===== config.mk =====
export PLATFORM = sky130hd
export DESIGN_NAME = mod_updown_counter
export DESIGN_NICKNAME = d
export VERILOG_FILES = /design/src/rtl/mod_updown_counter.sv
export SDC_FILE = /design/constraint.sdc
export NUM_CORES = 1
export LEC_CHECK = 0
export ABC_AREA = 0
export BUFFER_PORTS_ARGS = -buffer_cell sky130_fd_sc_hd__buf_2
export CORE_AREA = 4 4 41 43
export CTS_CLUSTER_DIAMETER = 40
export DETAILED_ROUTE_END_ITERATION = 8
export DIE_AREA = 0 0 45 47
export GPL_ROUTABILITY_DRIVEN = 0
export PLACE_DENSITY_LB_ADDON = 0.3
export SETUP_SLACK_MARGIN = 0.02
export SLEW_MARGIN = 20
export SYNTH_ARGS = -nofsm -noshare
export SYNTH_HDL_FRONTEND = slang
export SYNTH_SLANG_ARGS = --single-unit

===== constraint.sdc =====
create_clock -name clk -period 3.1 [get_ports clk]
set_input_delay 0.31 -clock clk [delete_from_list [all_inputs] [get_ports clk]]
set_output_delay 0.31 -clock clk [all_outputs]
set_load 0.02 [all_outputs]

===== src/rtl/mod_updown_counter.sv =====
// Modulo-N up/down counter with parallel load, count enable and cascade outputs.
// Optional build macro MOD_UPDOWN_COUNTER_SATURATE_EN: saturate at the ends instead of wrapping.
module mod_updown_counter #(
   parameter int WIDTH     = 4,
   parameter int MODULUS   = 10,
   parameter int RESET_VAL = 0
) (
   input  logic             clk,
   input  logic             rst,
   input  logic             en,
   input  logic             up_dn,
   input  logic             load,
   input  logic [WIDTH-1:0] load_val,
   output logic [WIDTH-1:0] q,
   output logic             tc,
   output logic             wrap,
   output logic             load_err
);

   // Everything is kept at WIDTH bits, so MODULUS == 2**WIDTH never needs a wider compare.
   localparam logic [WIDTH-1:0] MAX_VAL = WIDTH'(MODULUS - 1);
   localparam logic [WIDTH-1:0] RST_Q   = WIDTH'(RESET_VAL);
   localparam logic [WIDTH-1:0] ZERO    = {WIDTH{1'b0}};
   localparam logic [WIDTH-1:0] ONE     = WIDTH'(1);

   logic [WIDTH-1:0] r_q;
   logic             r_wrap;
   logic             r_load_err;

   logic [WIDTH-1:0] w_q_nxt;
   logic             w_wrap_nxt;
   logic             w_err_nxt;
   logic             w_at_max;
   logic             w_at_min;

   assign w_at_max = (r_q == MAX_VAL);
   assign w_at_min = (r_q == ZERO);

   // Next-state selection: load has priority over counting; reset is applied in the register.
   always_comb begin
      w_q_nxt    = r_q;
      w_wrap_nxt = 1'b0;
      w_err_nxt  = r_load_err;
      if (load) begin
         if (load_val <= MAX_VAL) begin
            w_q_nxt = load_val;
         end else begin
            w_q_nxt   = MAX_VAL;
            w_err_nxt = 1'b1;
         end
      end else if (en) begin
         if (up_dn) begin
            if (w_at_max) begin
`ifdef MOD_UPDOWN_COUNTER_SATURATE_EN
               w_q_nxt = r_q;
`else
               w_q_nxt    = ZERO;
               w_wrap_nxt = 1'b1;
`endif
            end else begin
               w_q_nxt = r_q + ONE;
            end
         end else begin
            if (w_at_min) begin
`ifdef MOD_UPDOWN_COUNTER_SATURATE_EN
               w_q_nxt = r_q;
`else
               w_q_nxt    = MAX_VAL;
               w_wrap_nxt = 1'b1;
`endif
            end else begin
               w_q_nxt = r_q - ONE;
            end
         end
      end else begin
         w_q_nxt = r_q;
      end
   end

   // State registers with synchronous active-high reset.
   always_ff @(posedge clk) begin
      if (rst) begin
         r_q        <= RST_Q;
         r_wrap     <= 1'b0;
         r_load_err <= 1'b0;
      end else begin
         r_q        <= w_q_nxt;
         r_wrap     <= w_wrap_nxt;
         r_load_err <= w_err_nxt;
      end
   end

   // tc is combinational so the next stage can use it directly as its enable.
   assign tc       = en & ((up_dn & w_at_max) | (~up_dn & w_at_min));
   assign q        = r_q;
   assign wrap     = r_wrap;
   assign load_err = r_load_err;

endmodule


Yosys cells after proc, flatten, opt, wreduce, memory -nomap -nowiden
Cells that the tools add are included.
{ "word_totals": {"register_bits": 6, "input_bits": 9, "output_inout_bits": 7, "elab_cells": 27} }
{ "op_classes": {"n_reduce_logical": 4, "n_eq_ne": 1, "muxes": 9, "bitwise_logic": 7, "magnitude_cmp": 1, "addsub": 2} }
{ "ops": {"columns": ["cell", "n"], "rows": [
  ["two-way mux 4 bit", 6],
  ["adder 4 x 1 -> 4 bit (second input constant)", 1],
  ["== test 4 bit (second input constant)", 1],
  ["<= comparator 4 bit (second input constant)", 1],
  ["logical NOT 4 bit", 1],
  ["subtractor 4 x 1 -> 4 bit (second input constant)", 1],
  ["bitwise AND 1 bit", 3],
  ["two-way mux 1 bit", 3],
  ["NOT 1 bit", 3],
  ["OR reduction 3 bit", 1],
  ["AND reduction 2 bit", 1],
  ["nonzero test 2 bit", 1],
  ["OR 1 bit", 1]
]} }

Longest topological paths before layout
Gate-level depths: netlist of the first run.
{ "logic_depth": {"depth_word": 5, "depth_mapped": 5, "depth_no_buf": 4} }

Worst setup path before layout of the first run
Ideal clock, no wire load.
{ "synth_path": {"path_type": "register to output", "startpoint": "register r_q[0], in the netlist q[0]", "endpoint": "output tc", "arrival_time_ns": 1.169, "path_slack_ns": 1.621, "stages_incl_launch_ff": 4, "required_time_ns": 2.790, "n_path_buf": 1, "cell_sequence": "dfxtp_1 -> buf_6 -> or3_1 -> a21oi_2"} }
{ "synth_between": {"elab_chain_len": 4, "elab_cells_between_ends": 6, "classes_between": "1 x eq/ne; 4 x bitwise; 1 x reduce/logical"} }
{ "synth_rtl": {"columns": ["item", "line", "rtl"], "rows": [
  ["start: declaration", "26", "logic [WIDTH-1:0] r_q;"],
  ["start signal: assignment", "87", "r_q <= w_q_nxt;"],
  ["== test 4 bit / logical NOT 4 bit (equally long branches)", "36, 37", null],
  ["bitwise AND 1 bit", "94", "assign tc = en & ((up_dn & w_at_max) | (~up_dn & w_at_min));"],
  ["OR 1 bit (*)", "94", null],
  ["bitwise AND 1 bit (*)", "94", null],
  ["end: declaration", "15", "output logic tc,"]
]} }
Mark *: on every way between the ends. The rest lies on a longest branch, timed or not.

Final worst setup path of the first run
Same ends and word-level chain as after synthesis.

==> flow_summary.ini, run 1 <==
[outcome]
status = finished clean

[timing]
setup_viol = 0
finalHoldViolations = 0
fin_tns_setup_ns = 0
finalCriticalPeriod_ns = 1.691
worstMarginPinSlew_ns = 0.4148
drv_slew = 0
hold_ws_ns = 0.3250
max_freq_ghz = 0.5914
relSlewSlack_pct = 72.31
skew_ns = 0.0005234
rsz0062_at_grt = false
timing.final.crit_share_pct = 54.54

[floorplan]
start_util_pct = 37.50
core_sq_um = 1301
die_area_sq_um = 2115
rows = 13
fp.dieH_microns = 47
ioPinCount = 16
fp.dieW_microns = 45

[cts]
cts.reportedPaths.clkPinSlew_ns = 0.05
cts_tree = built
clockRootBuffer = clkbuf_4
post-cts-setup-buffer-count = 0
cts_buffer_depth = 2
clock_sinks = 6
cts_buffers = 3
clk_latency_ns = 0.24
ctsHoldBuffers = 0
postCtsResizedCells = 0
htree_levels = 1

[cells_and_area]
nNetsFinal = 82
areaGrowthSynthToFinish_pct = 12.56
drive_above_1_share_pct = 36.62
final_cell_area_sq_um = 549.3
antenna_cells = 0

[detailed_routing]
ant_nets = 0
drt_first_iter_violations = 5
vias = 428
drtPass1Iterations = 4
routed_wl_microns = 970
viasPerCell = 4.977
wl_per_cell_microns = 11.28
drc = 0

[yosys]
ys_seq_area_share_pct = 24.62
synth_nets = 69
synthCells = 60
synth.distinct_cells = 32
ys_ff_latch = 6
syn_area_sq_um = 488.0
synthArstFlopShare_pct = 0
synth-edff-count = 0
avgSynthCellArea_sq_um = 8.133
yosys_warnings = 0
ys.flop_type = dfxtp_1
netlist.top_cell.by_area = dfxtp_1
yosysTopAreaCellShare_pct = 24.62
synth.area.top_cells = dfxtp_1 25%, nor2_1 7.7%, a221oi_2 6.2%

[critical_path]
end_kind = primary output
crit_path_start_kind = flop
required_ns = 2.79
critPathBufInv = 1
cp.arrival_ns = 1.38
rr_endpoint = q[2]
cp_cell_sequence = or3_1 > a21oi_2 > buf_2
reg2regPathDepth = 4
regToRegSetupSlack_ns = 1.75
cp_slowest_stage_delay_ns = 0.41
crit-reg2reg-launch = q[2]
crit_path_top_delay_cell = or3_1
worst-path-max-fanout = 11
path_delay_family = simple AND/OR/NAND/NOR gates
crit_type = flop to primary output

[min_path]
min_from = rst
holdPathEnd = q[2]
min_delay_path_depth = 2
hold_path_class = input port to flop

[global_routing]
antenna_found_initial = 0
grt_max_degree = 13
grt_pass1_vias = 348
grt_pass1_wl_microns = 1531
grt_usage_pct = 10.13
grt_overflow = 0

[power_and_ir_drop]
ir_drop_mv = 0.1991
leakage_nw = 0.2276
p_per_area_nw_per_um2 = 410.6

[placement]
placed_area_sq_um = 526.8
io_buffers = 15
dpl.hpwl_microns = 725.9

[flow_run]
drv_cap = 0
-- cell type report --
cell class	count	area, sq um
clock buffer	3	22.52
fill	140	752.0
timing repair buffer	15	75.07
sequential	6	120.1
inverter	1	3.754
tap	15	18.77
multi-input combinational	46	309.0
-- worst reg2reg max path: stages (launching register included) --
cell and delay [ns]:
dfxtp_1 0.57, nand3b_1 0.16, o21ai_0 0.09, a221oi_1 0.31
a221oi_2 0.09
-- Yosys cell counts (all sizes together) (2+ instances only) --
| cell | count |
|---|---|
| o21ai | 3 |
| nand3b | 3 |
| nor2 | 10 |
| nand3 | 3 |
| a211oi | 2 |
| clkbuf | 2 |
| a21oi | 2 |
| o22ai | 2 |
| buf | 5 |
| a221oi | 3 |
| dfxtp | 6 |
| nand2b | 2 |
| nand2 | 4 |
-- power breakdown --
group	internal (W)	switching [W]	total (W)
Clock	0.0000438	0.0000283	0.0000721
Combinational	0.0000273	0.0000315	0.0000588
Sequential	0.0000826	0.0000120	0.0000946
-- kinds of logic after synthesis --
family                 count (synthesis)  share of synthesized area, %
AND/OR/NAND/NOR                       28                         30.51
AO/OA/AOI/OAI                         16                         29.23
buffers and inverters                  8                         12.05
flip-flops                             6                         24.62
XOR/XNOR                               2                         3.590
-- through the flow --
step | cells | total power (W) | setup slack (ns) | util (%)
after global routing | 86 | 0.0002398 | 1.347 | 42.21
after global placement | 83 | 0.0001554 | 1.689 | 40.48
after floorplan | 60 | 0.0001451 | 1.621 | -
after CTS | 86 | 0.0002293 | 1.397 | 42.21
final | 86 | 0.0002255 | 1.409 | 42.21
after detailed placement | 83 | 0.0001553 | 1.657 | 40.48
-- registers in the layout, summed over array words and instances (netlist names) --
name      cells
load_err      1
q             4
wrap          1
-- per-layer routing --
| metal | global-route usage (%) | share of wire [%] | vias to the layer above |
|---|---|---|---|
| met5 | 0 | 0 | - |
| met4 | 1.754 | 0 | 0 |
| met3 | 5.747 | 8.8 | 0 |
| met2 | 14.97 | 42 | 14 |
| met1 | 13.01 | 49 | 181 |
| li1 | - | - | 233 |
-- worst max path at each step --
stage               start  endpoint  slack (ns)  cells past startpoint
floorplan            q[0]        tc        1.62                      3
global route         q[0]        tc        1.35                      3
finish               q[0]        tc        1.41                      3
global placement     q[0]        tc        1.69                      3
detailed placement   q[0]        tc        1.66                      3
CTS                  q[0]        tc        1.40                      3
-- placed cells by master (no fill, tap or decap), drive strengths merged, types with 2 or more instances in the layout --
cell,instances
nand2,4
clkbuf,3
o22ai,2
nand3b,3
dfxtp,6
nand2b,2
buf,15
a21oi,2
a221oi,3
nor2,10
nand3,3
o21ai,3
a211oi,2
Note: power is estimated with default switching activity, not from simulation.
==> inputs of run 2 (changes only) <==
--- a/config.mk
+++ b/config.mk
@@ -5,7 +5,7 @@
 export SDC_FILE = /design/constraint.sdc
 export NUM_CORES = 1
 export LEC_CHECK = 0
-export ABC_AREA = 0
+export ABC_AREA = 1
 export BUFFER_PORTS_ARGS = -buffer_cell sky130_fd_sc_hd__buf_2
 export CORE_AREA = 4 4 41 43
 export CTS_CLUSTER_DIAMETER = 40
==> constraint.sdc (replaced) <==
create_clock -name clk -period 1.7 [get_ports clk]
set_input_delay 0.17 -clock clk [delete_from_list [all_inputs] [get_ports clk]]
set_output_delay 0.17 -clock clk [all_outputs]
set_load 0.02 [all_outputs]
==> run 2 against run 1 <==
Non-clock buffer count did not move. Utilization rose by 1.2 points. Die area unchanged. Sequential share of layout area shrank 0.58 points. Via count rose by 18%. Cell count rose by 23%. Synthesized cell count increased by 23%.
==> flow_summary.ini, run 2 <==
[cts]
ctsHoldBuffers = 0
post-cts-setup-buffer-count = 0
clk_latency_ns = 0.24
cts.reportedPaths.clkPinSlew_ns = 0.04
clock_sinks = 6
cts_buffer_depth = 2
cts_tree = built
clockRootBuffer = clkbuf_4
htree_levels = 1
postCtsResizedCells = 0
cts_buffers = 3

[power_and_ir_drop]
p_comb_share_pct = 29.2
p_int_w = 0.0002773
p_per_area_nw_per_um2 = 744.0
switching_share_pct = 33.95
power_switching_w = 0.0001425
leakage_nw = 0.3101
power_frac_seq_pct = 40.3
ir_drop_mv = 0.3171
power_frac_clock_pct = 30.4

[critical_path]
critPathBufInv = 2
reg2regPathDepth = 7
worst-path-max-fanout = 8
end_kind = primary output
cp_slowest_stage_delay_ns = 0.50
crit_type = flop to primary output
required_ns = 1.53
regToRegSetupSlack_ns = 0.56
crit_path_start_kind = flop
cp.arrival_ns = 1.35
path_common_cell = nand2_1
crit_path_top_delay_cell = dfxtp_1
cp_cell_sequence = nand2_1 > nor2_2 > nand2_1 > o21ai_2 > nand2_2 > inv_1 > buf_2
path_delay_family = flip-flops
crit-reg2reg-launch = q[1]
rr_endpoint = q[3]

[yosys]
synth_nets = 83
synth-edff-count = 0
synth.area.top_cells = dfxtp_1 26%, nand2_1 16%, inv_1 8.2%
ys_seq_area_share_pct = 26.37
avgSynthCellArea_sq_um = 6.155
yosysTopAreaCellShare_pct = 26.37
yosys_warnings = 0
ys.flop_type = dfxtp_1
syn_area_sq_um = 455.4
ys_ff_latch = 6
synth.most_common_cell = nand2_1
netlist.top_cell.by_area = dfxtp_1
synth.distinct_cells = 21
synthArstFlopShare_pct = 0
synthCells = 74
synth_commonest_cells = 20 x nand2_1, 10 x inv_1, 8 x nor2_1, 6 x dfxtp_1

[floorplan]
fp.dieW_microns = 45
start_util_pct = 35.00
core_sq_um = 1301
rows = 13
fp.dieH_microns = 47
die_area_sq_um = 2115
ioPinCount = 16

[detailed_routing]
drc = 0
drt_first_iter_violations = 9
viasPerCell = 4.783
drtPass1Iterations = 4
wl_per_cell_microns = 9.896
routed_wl_microns = 1049
vias = 507
ant_nets = 0

[placement]
placed_area_sq_um = 541.8
dpl.hpwl_microns = 817.5
io_buffers = 15
dp.cells = 103
dp_slack_ns = 0.4348

[min_path]
min_delay_path_depth = 2
min_from = rst
holdPathEnd = q[3]
hold_path_class = input port to flop

[timing]
finalHoldViolations = 0
finalWorstSetupSlack_ns = 0.1826
worstMarginPinSlew_ns = 0.3391
finalCriticalPeriod_ns = 1.517
fin_tns_setup_ns = 0
timing.final.crit_share_pct = 89.26
drv_slew = 0
max_freq_ghz = 0.6590
setup_viol = 0
skew_ns = 0.0009424
rsz0062_at_grt = false
relSlewSlack_pct = 77.36

[cells_and_area]
regArea_sq_um = 120.1
final_cell_area_sq_um = 564.3
antenna_cells = 0
fillerInstances = 145
nNetsFinal = 102
final_common_cell = nand2_1
final_cell_mix = 20 x nand2_1, 15 x buf_2, 10 x inv_1, 8 x nor2_1, 6 x dfxtp_1
drive_above_1_share_pct = 34.07
finish.utilization_pct = 43.37
areaGrowthSynthToFinish_pct = 23.90
multi_input_area_sq_um = 282.8
final_cells = 106
largest_reg_flops = 4

[global_routing]
antenna_found_initial = 0
grt_max_degree = 11
grt_usage_pct = 11.58
grt_overflow = 0
grt_pass1_wl_microns = 1766
grt_pass1_vias = 408

[outcome]
status = finished clean

[flow_run]
drv_cap = 0
-- run 2: power by group through the flow --
stage / sequential, W / combinational (W) / clock (W)
3_5_place_dp: 0.000171 / 0.000123 / 0
3_3_place_gp: 0.000171 / 0.000123 / 0
2_1_floorplan: 0.000181 / 0.0000760 / 0
6_report: 0.000169 / 0.000123 / 0.000128
5_1_grt: 0.000171 / 0.000140 / 0.000133
4_1_cts: 0.000169 / 0.000124 / 0.000131
-- run 2: worst max-delay path by stage --
stage,from,end,slack [ns],cells past startpoint
after floorplan,q[0],tc,0.43,6
after global placement,q[0],tc,0.47,6
after detailed placement,q[0],tc,0.43,7
after CTS,q[0],tc,0.18,7
after global routing,q[0],tc,0.05,7
final,q[0],tc,0.18,7
-- run 2: worst reg2reg max path, delay by kind of cell, from the launching register on --
family          cells  cell delay (ns)
compound gates      1             0.05
simple gates        6             0.46
flops               1             0.51
-- run 2: per-stage QoR --
stage	power [W]	hold WS, ns
floorplan	0.0002565	0.2324
global placement	0.0002940	0.3864
detailed placement	0.0002944	0.3891
CTS	0.0004242	0.1338
global route	0.0004444	0.1500
finish	0.0004198	0.1343
-- run 2: logic make-up (layout without fill, tap and decap cells) --
logic type / count (synthesis) / after routing / synth area share, %
AO/OA/AOI/OAI: 16 / 16 / 21.70
flip-flops: 6 / 6 / 26.37
buffers and inverters: 13 / 30 / 11.54
AND/OR/NAND/NOR: 39 / 39 / 40.39
-- run 2: per-layer routing --
metal	global-route usage, %	up-vias	wire length [microns]
met5	0	-	0
met4	7.018	0	12
met3	1.149	2	66
met2	16.67	18	481
met1	16.55	214	489
li1	-	273	-
-- run 2: layout make-up --
type	instances	area share, %
multi-input combinational	55	50.11
sequential	6	21.29
timing repair buffer	15	13.30
inverter	12	7.982
clock buffer	3	3.991
tap	15	3.326
==> inputs of run 3 (changes only) <==
--- a/config.mk
+++ b/config.mk
@@ -12,7 +12,7 @@
 export DETAILED_ROUTE_END_ITERATION = 8
 export DIE_AREA = 0 0 45 47
 export GPL_ROUTABILITY_DRIVEN = 0
-export PLACE_DENSITY_LB_ADDON = 0.3
+export PLACE_DENSITY = 0.64
 export SETUP_SLACK_MARGIN = 0.02
 export SLEW_MARGIN = 20
 export SYNTH_ARGS = -nofsm -noshare
==> run 3 against run 2 <==
Die area did not move. Clock skew increased by 0.0065 ns. Flip-flop and latch count unchanged. Sequential power is essentially flat. Design area stayed put.
==> flow_summary.ini, run 3 (synthesis results as in run 2) <==
[detailed_routing]
routed_wl_microns = 1070
vias = 499
drt_first_iter_violations = 10
viasPerCell = 4.708
ant_nets = 0
drtPass1Iterations = 4
drc = 0
wl_per_cell_microns = 10.09

[critical_path]
crit_start = q[0]
end_kind = primary output
cp.arrival_ns = 1.34
crit_path_start_kind = flop
crit_type = flop to primary output
worst-path-max-fanout = 8
required_ns = 1.53
crit-reg2reg-launch = q[1]

[timing]
finalCriticalPeriod_ns = 1.513
relSlewSlack_pct = 78.85
worstMarginPinSlew_ns = 0.3168
max_freq_ghz = 0.6611
rsz0062_at_grt = false
fin_tns_setup_ns = 0
timing.final.crit_share_pct = 88.97
finalHoldViolations = 0
setup_viol = 0
skew_ns = 0.007469
drv_slew = 0

[cts]
cts.reportedPaths.clkPinSlew_ns = 0.05
clockRootBuffer = clkbuf_4
cts_tree = built
clk_latency_ns = 0.24
ctsHoldBuffers = 0
htree_levels = 1
post-cts-setup-buffer-count = 0
cts_buffers = 3
clock_sinks = 6
cts_buffer_depth = 2
postCtsResizedCells = 0

[global_routing]
grt_pass1_wl_microns = 1780
grt_usage_pct = 11.94
grt_overflow = 0
grt_pass1_vias = 423
antenna_found_initial = 0
grt_max_degree = 11

[floorplan]
ioPinCount = 16
die_area_sq_um = 2115
start_util_pct = 35.00
fp.dieW_microns = 45
fp.dieH_microns = 47
rows = 13
core_sq_um = 1301

[cells_and_area]
finish.utilization_pct = 43.37
largest_reg_flops = 4
antenna_cells = 0
drive_above_1_share_pct = 34.07
nNetsFinal = 102
fillerInstances = 151
final_common_cell = nand2_1
areaGrowthSynthToFinish_pct = 23.90
final_cell_mix = 20 x nand2_1, 15 x buf_2, 10 x inv_1, 8 x nor2_1, 6 x dfxtp_1

[outcome]
status = finished clean

[power_and_ir_drop]
ir_drop_mv = 0.3074
p_per_area_nw_per_um2 = 746.4
leakage_nw = 0.3101

[placement]
io_buffers = 15
dpl.hpwl_microns = 889.8

[min_path]
hold_path_class = input port to flop
min_from = rst

[flow_run]
drv_cap = 0
==> run 3: power by group <==
part	switching (W)	internal, W
logic	0.0000771	0.0000464
clock network	0.0000494	0.0000797
registers	0.0000174	0.000151
total	0.000144	0.000277
==> run 3: layout make-up <==
type	count	area [sq um]	area share (%)
inverter	12	45.04	7.982
timing repair buffer	15	75.07	13.30
tap	15	18.77	3.326
clock buffer	3	22.52	3.991
sequential	6	120.1	21.29
multi-input combinational	55	282.8	50.11
==> run 3: per-stage QoR <==
stage	cells	instance area [sq um]	setup WS (ns)	power, W	hold WS, ns
after detailed placement	103	541.8	0.4370	0.0002956	0.3912
after global routing	106	564.3	0.07123	0.0004524	0.1608
after floorplan	74	455.4	0.4273	0.0002565	0.2324
after CTS	106	564.3	0.1619	0.0004302	0.1362
final	106	564.3	0.1874	0.0004212	0.1470
after global placement	103	541.8	0.4658	0.0002939	0.3864
==> run 3: path summary, 6_finish.rpt <==
kind	cells past startpoint	slack (ns)	end
worst max-delay path	7	0.19	tc
worst max register to register	7	0.57	q[3]
worst min-delay path	2	0.15	q[3]
worst min register to register	2	0.47	load_err
==> run 3: worst max-delay path, cell delays in order, from the launching register on <==
cell and delay (ns):
dfxtp_1 0.49, nand2_1 0.11, nor2_2 0.10, nand2_1 0.07, o21ai_2 0.06, nand2_2 0.07
inv_1 0.05, buf_2 0.15
==> run 3: routing by layer <==
metal | vias to the layer above | wire, microns | track usage, %
li1 | 272 | - | -
met1 | 211 | 523 | 15.95
met2 | 14 | 471 | 16.95
met3 | 2 | 65 | 1.149
met4 | 0 | 9 | 10.53
met5 | - | 0 | 0
